$ cat src/rtl/regfile_write_arbiter_if.sv
// rtl/regfile_write_arbiter_if.sv - writeback request, issue/hazard and register-file write bundle
interface regfile_write_arbiter_if #(
  parameter int ADDR_W = 5,
  parameter int DATA_W = 32,
  parameter int CNT_W  = 16
);
  logic              req0_valid;
  logic [ADDR_W-1:0] req0_addr;
  logic [DATA_W-1:0] req0_data;
  logic              req0_ready;
  logic              req1_valid;
  logic [ADDR_W-1:0] req1_addr;
  logic [DATA_W-1:0] req1_data;
  logic              req1_ready;
  logic              issue_valid;
  logic [ADDR_W-1:0] issue_rd;
  logic              issue_ready;
  logic [ADDR_W-1:0] rs1;
  logic [ADDR_W-1:0] rs2;
  logic              stall_o;
  logic              we_o;
  logic [ADDR_W-1:0] waddr_o;
  logic [DATA_W-1:0] wdata_o;
  logic [CNT_W-1:0]  conflict_cnt;

  modport master (
    output req0_valid, req0_addr, req0_data,
    input  req0_ready,
    output req1_valid, req1_addr, req1_data,
    input  req1_ready,
    output issue_valid, issue_rd,
    input  issue_ready,
    output rs1, rs2,
    input  stall_o, we_o, waddr_o, wdata_o, conflict_cnt
  );

  modport slave (
    input  req0_valid, req0_addr, req0_data,
    output req0_ready,
    input  req1_valid, req1_addr, req1_data,
    output req1_ready,
    input  issue_valid, issue_rd,
    output issue_ready,
    input  rs1, rs2,
    output stall_o, we_o, waddr_o, wdata_o, conflict_cnt
  );
endinterface

$ cat src/rtl/regfile_write_arbiter.sv
// rtl/regfile_write_arbiter.sv - round-robin register-file write port arbiter with pending-write scoreboard
module regfile_write_arbiter #(
  parameter int ADDR_W = 5,
  parameter int DATA_W = 32,
  parameter int CNT_W  = 16
) (
  input logic                    clk,
  input logic                    rst_n,
  regfile_write_arbiter_if.slave bus
);
  localparam int NREGS = 1 << ADDR_W;

  logic              r_rr_ptr;
  logic              r_we;
  logic [ADDR_W-1:0] r_waddr;
  logic [DATA_W-1:0] r_wdata;
  logic [NREGS-1:0]  r_pending;
  logic [CNT_W-1:0]  r_conflict_cnt;

  logic              w_both;
  logic              w_grant0;
  logic              w_grant1;
  logic              w_accept;
  logic [ADDR_W-1:0] w_acc_addr;
  logic [DATA_W-1:0] w_acc_data;
  logic              w_stall;
  logic              w_issue_ready;
  logic              w_issue_fire;
  logic [NREGS-1:0]  w_set;
  logic [NREGS-1:0]  w_clr;

  // rr_ptr names the requester that wins the next contested cycle
  assign w_both     = bus.req0_valid & bus.req1_valid;
  assign w_grant0   = bus.req0_valid & (~bus.req1_valid | ~r_rr_ptr);
  assign w_grant1   = bus.req1_valid & (~bus.req0_valid | r_rr_ptr);
  assign w_accept   = w_grant0 | w_grant1;
  assign w_acc_addr = w_grant1 ? bus.req1_addr : bus.req0_addr;
  assign w_acc_data = w_grant1 ? bus.req1_data : bus.req0_data;

  assign w_stall = ((bus.rs1 != '0) & r_pending[bus.rs1]) |
                   ((bus.rs2 != '0) & r_pending[bus.rs2]);
  assign w_issue_ready = ~w_stall & ~((bus.issue_rd != '0) & r_pending[bus.issue_rd]);
  assign w_issue_fire  = bus.issue_valid & w_issue_ready & (bus.issue_rd != '0);

  assign w_set = w_issue_fire ? (NREGS'(1) << bus.issue_rd) : '0;
  assign w_clr = r_we ? (NREGS'(1) << r_waddr) : '0;

  always_ff @(posedge clk) begin
    if (!rst_n) begin
      r_rr_ptr       <= 1'b0;
      r_we           <= 1'b0;
      r_waddr        <= '0;
      r_wdata        <= '0;
      r_pending      <= '0;
      r_conflict_cnt <= '0;
    end else begin
      // x0 writes are granted but never reach the register file
      r_we <= w_accept & (w_acc_addr != '0);
      if (w_accept && (w_acc_addr != '0)) begin
        r_waddr <= w_acc_addr;
        r_wdata <= w_acc_data;
      end
      if (w_both) begin
        r_rr_ptr <= ~r_rr_ptr;
      end
      if (w_both && (r_conflict_cnt != {CNT_W{1'b1}})) begin
        r_conflict_cnt <= r_conflict_cnt + 1'b1;
      end
      // set after clear so a fresh issue of the same register stays outstanding
      r_pending <= (r_pending & ~w_clr) | w_set;
    end
  end

  assign bus.req0_ready   = w_grant0;
  assign bus.req1_ready   = w_grant1;
  assign bus.stall_o      = w_stall;
  assign bus.issue_ready  = w_issue_ready;
  assign bus.we_o         = r_we;
  assign bus.waddr_o      = r_waddr;
  assign bus.wdata_o      = r_wdata;
  assign bus.conflict_cnt = r_conflict_cnt;
endmodule

$ cat src/flat_wrapper.sv
// flat-port wrapper written by rule: the top's interface ports become plain ports
module regfile_write_arbiter_flat 
#(
  parameter int ADDR_W = 5,
  parameter int DATA_W = 32,
  parameter int CNT_W  = 16
)
  (clk, rst_n, bus_req0_valid, bus_req0_addr, bus_req0_data, bus_req0_ready, bus_req1_valid, bus_req1_addr, bus_req1_data, bus_req1_ready, bus_issue_valid, bus_issue_rd, bus_issue_ready, bus_rs1, bus_rs2, bus_stall_o, bus_we_o, bus_waddr_o, bus_wdata_o, bus_conflict_cnt);
  regfile_write_arbiter_if #(.ADDR_W(ADDR_W), .DATA_W(DATA_W), .CNT_W(CNT_W)) bus_i ();
  input logic clk;
  input logic rst_n;
  input wire logic [$bits(bus_i.req0_valid)-1:0] bus_req0_valid;
  input wire logic [$bits(bus_i.req0_addr)-1:0] bus_req0_addr;
  input wire logic [$bits(bus_i.req0_data)-1:0] bus_req0_data;
  output wire logic [$bits(bus_i.req0_ready)-1:0] bus_req0_ready;
  input wire logic [$bits(bus_i.req1_valid)-1:0] bus_req1_valid;
  input wire logic [$bits(bus_i.req1_addr)-1:0] bus_req1_addr;
  input wire logic [$bits(bus_i.req1_data)-1:0] bus_req1_data;
  output wire logic [$bits(bus_i.req1_ready)-1:0] bus_req1_ready;
  input wire logic [$bits(bus_i.issue_valid)-1:0] bus_issue_valid;
  input wire logic [$bits(bus_i.issue_rd)-1:0] bus_issue_rd;
  output wire logic [$bits(bus_i.issue_ready)-1:0] bus_issue_ready;
  input wire logic [$bits(bus_i.rs1)-1:0] bus_rs1;
  input wire logic [$bits(bus_i.rs2)-1:0] bus_rs2;
  output wire logic [$bits(bus_i.stall_o)-1:0] bus_stall_o;
  output wire logic [$bits(bus_i.we_o)-1:0] bus_we_o;
  output wire logic [$bits(bus_i.waddr_o)-1:0] bus_waddr_o;
  output wire logic [$bits(bus_i.wdata_o)-1:0] bus_wdata_o;
  output wire logic [$bits(bus_i.conflict_cnt)-1:0] bus_conflict_cnt;
  assign bus_i.req0_valid = bus_req0_valid;
  assign bus_i.req0_addr = bus_req0_addr;
  assign bus_i.req0_data = bus_req0_data;
  assign bus_req0_ready = bus_i.req0_ready;
  assign bus_i.req1_valid = bus_req1_valid;
  assign bus_i.req1_addr = bus_req1_addr;
  assign bus_i.req1_data = bus_req1_data;
  assign bus_req1_ready = bus_i.req1_ready;
  assign bus_i.issue_valid = bus_issue_valid;
  assign bus_i.issue_rd = bus_issue_rd;
  assign bus_issue_ready = bus_i.issue_ready;
  assign bus_i.rs1 = bus_rs1;
  assign bus_i.rs2 = bus_rs2;
  assign bus_stall_o = bus_i.stall_o;
  assign bus_we_o = bus_i.we_o;
  assign bus_waddr_o = bus_i.waddr_o;
  assign bus_wdata_o = bus_i.wdata_o;
  assign bus_conflict_cnt = bus_i.conflict_cnt;
  regfile_write_arbiter #(.ADDR_W(ADDR_W), .DATA_W(DATA_W), .CNT_W(CNT_W)) u_core (.clk(clk), .rst_n(rst_n), .bus(bus_i));
endmodule
$ cat config.mk
export PLATFORM = sky130hd
export DESIGN_NAME = regfile_write_arbiter_flat
export DESIGN_NICKNAME = d
export VERILOG_FILES = /design/src/rtl/regfile_write_arbiter_if.sv /design/src/rtl/regfile_write_arbiter.sv /design/src/flat_wrapper.sv
export SDC_FILE = /design/constraint.sdc
export NUM_CORES = 1
export LEC_CHECK = 0
export CAP_MARGIN = 5
export CORE_MARGIN = 3
export CORE_UTILIZATION = 45
export DETAILED_ROUTE_END_ITERATION = 8
export DONT_BUFFER_PORTS = 1
export GPL_ROUTABILITY_DRIVEN = 0
export PLACE_DENSITY = 0.57
export RECOVER_POWER = 25
export SYNTH_ARGS = -nofsm -noshare
export SYNTH_HDL_FRONTEND = slang
export SYNTH_SLANG_ARGS = --single-unit
$ cat constraint.sdc
create_clock -name clk -period 4.9 [get_ports clk]
set_input_delay 0.49 -clock clk [delete_from_list [all_inputs] [get_ports clk]]
set_output_delay 0.49 -clock clk [all_outputs]
set_load 0.05 [all_outputs]
### Word-level counts from Yosys, hierarchy flattened

Cells that the tools add are included.

* bits in registers: 87
* latch bits: 0
* memory bits (writable): 0
* word-level logic and storage cells: 51
* ROM bits: 0
* memories: 0
* output and inout bits: 58

* order comparisons: 3
* div/mod/pow operators: 0
* shift operators: 2
* bitwise gates (word level): 22
* add/subtract/negate cells: 1
* reduce and logical (&&, ||, !) cells: 6
* equal/unequal tests: 1
* multiplexer cells: 10
* multiply operators: 0

Operators by type and width (count)
* 32-bit 2-to-1 mux: 3
* 1-bit by 5-bit << shifter with 32-bit output, first input constant: 2
* 32-bit AND: 1
* 32-bit inverter: 1
* 32-bit bitwise OR: 1
* 5-bit nonzero test: 4
* 5-bit by 6-bit less-than comparator with 1-bit output, second input constant: 3
* 16-bit by 1-bit adder with 16-bit output, second input constant: 1
* 16-bit inequality test, second input constant: 1
* 1-bit binary-select mux with 5-bit select: 3
* 1-bit AND: 10
* 5-bit 2-to-1 mux: 1
* 1-bit inverter: 5
* 1-bit bitwise OR: 4
* 1-bit 2-to-1 mux: 3
* 1-bit logical AND: 2

### Longest topological paths before layout

* depth after elaboration: 10
* depth in mapped cells: 9

### Worst setup path before layout

OpenSTA, ideal clock, no wires.

* path kind: input port to output port
* start point: input port bus_rs2[2]
* end point: output port bus_issue_ready
* stages on the path: 8
* data arrival time: 2.852 ns
* setup slack: 1.558 ns
* data required time: 4.410 ns
* cells stage by stage: buf_2 mux4_2 nor2b_1 o22ai_1 or4_1 buf_2 buf_6 nor2_1

* cells in the longest elaborated chain, start to end: 6
* elaborated cells on any way between the ends: 7
* classes of those cells: mux: 2; bitwise: 4; reduce/logical: 1

Ends and longest elaborated chain
* start, declared: line flat_wrapper.sv:24 `input wire logic [$bits(bus_i.rs2)-1:0] bus_rs2;`
* 1-bit binary-select mux with 5-bit select: line regfile_write_arbiter.sv:41 `((bus.rs2 != '0) & r_pending[bus.rs2]);`
* 1-bit 2-to-1 mux (not written as such): line regfile_write_arbiter.sv:41
* 1-bit AND *: line regfile_write_arbiter.sv:41
* 1-bit bitwise OR *: line regfile_write_arbiter.sv:40 `assign w_stall = ((bus.rs1 != '0) & r_pending[bus.rs1]) |`
* net bus_stall_o: line flat_wrapper.sv:25 `output wire logic [$bits(bus_i.stall_o)-1:0] bus_stall_o;`
* 1-bit inverter *: line regfile_write_arbiter.sv:42 `assign w_issue_ready = ~w_stall & ~((bus.issue_rd != '0) & r_pending[bus.issue_rd]);`
* 1-bit AND *: line regfile_write_arbiter.sv:42
* end, declared: line flat_wrapper.sv:22 `output wire logic [$bits(bus_i.issue_ready)-1:0] bus_issue_ready;`

Mark *: on every way through the listed nets, which the timed path passes. The rest lies on a longest branch. The select of a mux whose other input is x is not followed.

### Worst setup path after layout

* start point: register u_core.r_pending[13]
* end point: output port bus_issue_ready

* cells in the longest elaborated chain, start to end: 6
* elaborated cells on any way between the ends: 13
* classes of those cells: mux: 6; bitwise: 7

Ends and longest elaborated chain
* start, declared: line regfile_write_arbiter.sv:17 `logic [NREGS-1:0] r_pending;`
* start signal, assigned: line regfile_write_arbiter.sv:70 `r_pending <= (r_pending & ~w_clr) | w_set;`
* 1-bit binary-select mux with 5-bit select, on equally long branches: line regfile_write_arbiter.sv:40, regfile_write_arbiter.sv:41
* 1-bit 2-to-1 mux, on equally long branches: line regfile_write_arbiter.sv:40, regfile_write_arbiter.sv:41
* 1-bit AND, on equally long branches: line regfile_write_arbiter.sv:40, regfile_write_arbiter.sv:41
* 1-bit bitwise OR: line regfile_write_arbiter.sv:40
* 1-bit inverter: line regfile_write_arbiter.sv:42
* 1-bit AND *: line regfile_write_arbiter.sv:42

Mark *: on every way between the ends. The rest lies on a longest branch, timed or not. The select of a mux whose other input is x is not followed.

==> impl_metrics.env <==
export IMPL_status="finished, final reports clean"
export IMPL_layout_drive_gt1_share_pct=9.32
export IMPL_clk_insertion_delay_late_ns=0.35
export IMPL_ioPinCount=152
export IMPL_min_delay_start="rst_n"
export IMPL_cp_start_kind="flip-flop"
export IMPL_skew_ns=0.0128
export IMPL_tightest_slew_ns=1.09
export IMPL_syn_num_nets=599
export IMPL_post_route_min_period_ns=3.17
export IMPL_top_layer="met4"
export IMPL_crit_fanout=33
export IMPL_met1_length_um=5600
export IMPL_die_area_sq_um=12200
export IMPL_setup_violations=0
export IMPL_post_dp_hpwl_um=9480
export IMPL_end_kind="output pin"
export IMPL_seqPwrFrac_pct=54.9
export IMPL_syn_to_final_growth_pct=4.87
export IMPL_hold_ws_ns=0.255
export IMPL_postCtsSetupRepairBufs=0
export IMPL_power_total_w=0.00158
export IMPL_slew_violations=0
export IMPL_syn_area_sq_um=4900
export IMPL_first_pass_iters=4
export IMPL_wl_met3_um=1510
export IMPL_core_sq_um=10500
export IMPL_drc=0
export IMPL_cts_sinks=86
export IMPL_synth_cell_type_count=55
export IMPL_grt_ovfl_total=0
export IMPL_hold_class="in -> reg"
export IMPL_utilization_pct=49.2
export IMPL_critPathMaxStageDelay_ns=0.52
export IMPL_p_sw_share_pct=32.7
export IMPL_wl_per_cell_um=21.5
export IMPL_pwr_share_clk_pct=33.0
export IMPL_powerDensity_nw_per_um2=308
export IMPL_whs_path_depth=1
export IMPL_antennaDiodeCount=0
export IMPL_worst_endpoint_required_ns=4.41
export IMPL_die_w_um=110
export IMPL_crit_slowest_cell="or4_1"
export IMPL_combPwrFrac_pct=12.0
export IMPL_cts_resized=0
export IMPL_grt_pass1_wl_um=21500
export IMPL_switchingPower_w=0.000517
export IMPL_reg2reg_from="u_core.r_rr_ptr$_SDFFE_PN0P_"
export IMPL_ir_drop_uv=197
export IMPL_crit_chain="mux4_2, nor2b_1, o22ai_1, or4_1, buf_4, nor2_1, buf_4"
export IMPL_vias_per_cell=6.51
export IMPL_io_buffers=0
export IMPL_synth_edf_count=0
export IMPL_dr_wl_met2_um=5870
export IMPL_crit_top_cell="buf_4"
export IMPL_vias=4030
export IMPL_start_util_pct=46.9
export IMPL_cts_buffers=9
export IMPL_synth_cells=504
export IMPL_num_fill_cells=1015
export IMPL_power_internal_w=0.00107
export IMPL_grt_pass1_vias=4021
export IMPL_postSynth_asyncResetShare_pct=0
export IMPL_grt_setup_unrepaired="no"
export IMPL_p_leak_nw=2.13
export IMPL_synth_warnings=0
export IMPL_drv_cap=0
export IMPL_yosysSeqAreaShare_pct=35.1
export IMPL_fin_crit_sh_pct=64.7
export IMPL_root_buffer="clkbuf_8"
export IMPL_num_rows=37
export IMPL_ant_nets=0
export IMPL_drtIter0Drc=298
export IMPL_htree_levels=3
export IMPL_synth_main_ff_cell="dfxtp_1"
export IMPL_routed_wl_um=13300
export IMPL_track_usage_pct=21.4
export IMPL_clockBufferDepth=2
export IMPL_pre_cts_ws_ns=1.80
export IMPL_r2r_end="u_core.bus.wdata_o[13]$_SDFFE_PN0P_"
export IMPL_finalSetupTns_ns=0
export IMPL_ys_ff_latch=86
export IMPL_clk_transition_reported_paths_ns=0.09
export IMPL_fmax_ghz=0.316
export IMPL_critPathArrivalTime_ns=2.68
export IMPL_cts_tree="built"
export IMPL_die_h_um=110
export IMPL_syn_area_per_cell_sq_um=9.73
export IMPL_antenna_found_initial=0
export IMPL_crit_type="reg -> out"
export IMPL_setup_slack_ns=1.73
export IMPL_hold_buffers=0
export IMPL_min_to="u_core.bus.conflict_cnt[7]$_SDFFE_PN0P_"
export IMPL_reg2reg_depth=7
export IMPL_fin_nets=573
export IMPL_grt_max_degree=91
export IMPL_relSlewSlack_pct=27.3
export IMPL_rrSetupSlack_ns=1.88
export IMPL_final_hold_violation_count=0
## power by group through the flow
stage / Combinational [W] / Clock, W / Sequential, W
finish: 0.000191 / 0.000523 / 0.000868
detailed placement: 0.000191 / 0 / 0.000885
global route: 0.000211 / 0.000570 / 0.000874
floorplan: 0.000189 / 0 / 0.000868
CTS: 0.000192 / 0.000540 / 0.000869
global placement: 0.000187 / 0 / 0.000886
## cells in the mapped netlist, types with 5 or more instances
library cell	instances	area share (%)
o211a_1	35	7.1
o41ai_1	25	4.5
nor2_1	11	0.84
dfxtp_1	86	35
nand2b_1	7	0.89
mux2i_1	57	12
nand4_1	9	1.1
buf_6	5	1.1
inv_1	9	0.69
nand3b_1	5	0.77
o211ai_1	26	4.0
nand3_1	11	1.1
clkbuf_1	28	2.1
and2_1	19	2.4
nor2b_1	10	1.3
mux4_2	12	5.5
a22oi_1	6	0.92
o41ai_2	5	1.7
o311ai_0	5	0.89
xnor2_1	12	2.1
nand2_1	55	4.2
buf_1	6	0.46
## through the flow
| stage | area [sq um] | cells |
|---|---|---|
| 3_3_place_gp | 4940 | 603 |
| 5_1_grt | 5140 | 619 |
| 2_1_floorplan | 4900 | 504 |
| 4_1_cts | 5140 | 619 |
| 6_report | 5140 | 619 |
| 3_5_place_dp | 4940 | 603 |
## logic make-up after synthesis
kind of cell | synth area share, %
simple gates | 16.3
compound gates | 22.5
flops | 35.1
mux | 18.1
buf+inv | 4.85
xor+xnor | 2.86
fa+ha+maj | 0.255
## layout by cell type (no fill, tap or decap), types with 3 or more instances in the layout
cell type  count
nand3b_1       5
and4_1         3
a22oi_1        6
nand3_1       11
and2_1        18
and3_1         4
o211ai_1      26
nand2_1       55
buf_4          6
or3_1          3
nor2_1        11
o21ai_0        3
inv_1          9
dfxtp_1       86
nor3b_1        3
o41ai_2        5
nand4_1        9
xor2_1         4
o41ai_1       25
mux4_2        12
o311ai_0       5
clkbuf_8      10
nand2b_1       7
xnor2_1       12
o211a_1       35
mux2i_1       57
nor2b_1       10
## critical path: cells and delay by family (launching register included)
| family | cells | cell delay [ns] |
|---|---|---|
| flip-flops | 1 | 0.39 |
| AO/OA/AOI/OAI | 1 | 0.10 |
| AND/OR/NAND/NOR | 3 | 0.83 |
| buffers and inverters | 2 | 0.51 |
| multiplexers | 1 | 0.49 |
## worst max-delay path by stage
stage / cells past startpoint / start / slack [ns] / endpoint
2_1_floorplan: 8 / bus_rs2[2] / 1.56 / bus_issue_ready
3_3_place_gp: 6 / bus_req1_valid / 1.93 / u_core.bus.wdata_o[25]$_SDFFE_PN0P_
3_5_place_dp: 6 / bus_req1_valid / 1.80 / u_core.bus.wdata_o[23]$_SDFFE_PN0P_
4_1_cts: 7 / u_core.r_pending[1]$_SDFF_PN0_ / 1.70 / bus_issue_ready
5_1_grt: 7 / u_core.r_pending[9]$_SDFF_PN0_ / 1.59 / bus_issue_ready
6_report: 7 / u_core.r_pending[13]$_SDFF_PN0_ / 1.73 / bus_issue_ready
## layout make-up
class	count	area, sq um	share of cell area (%)
clock buffer	10	138	2.68
clock inverter	6	67.6	1.31
inverter	9	33.8	0.657
multi-input combinational	366	2970	57.7
sequential	86	1720	33.5
tap	136	170	3.31
timing repair buffer	6	45.0	0.876
## registers in the layout, summed over array words and instances, names as in the netlist
register                 cells
u_core.bus.conflict_cnt     16
u_core.bus.waddr_o           5
u_core.bus.wdata_o          32
u_core.bus.we_o              1
u_core.r_pending            31
u_core.r_rr_ptr              1
## per-layer routing
metal	vias up	global-route usage (%)
met5	-	0
met2	204	31.7
met3	22	7.62
li1	1876	-
met1	1928	27.8
met4	0	9.77
No activity file was read; power rests on OpenSTA's default activity.
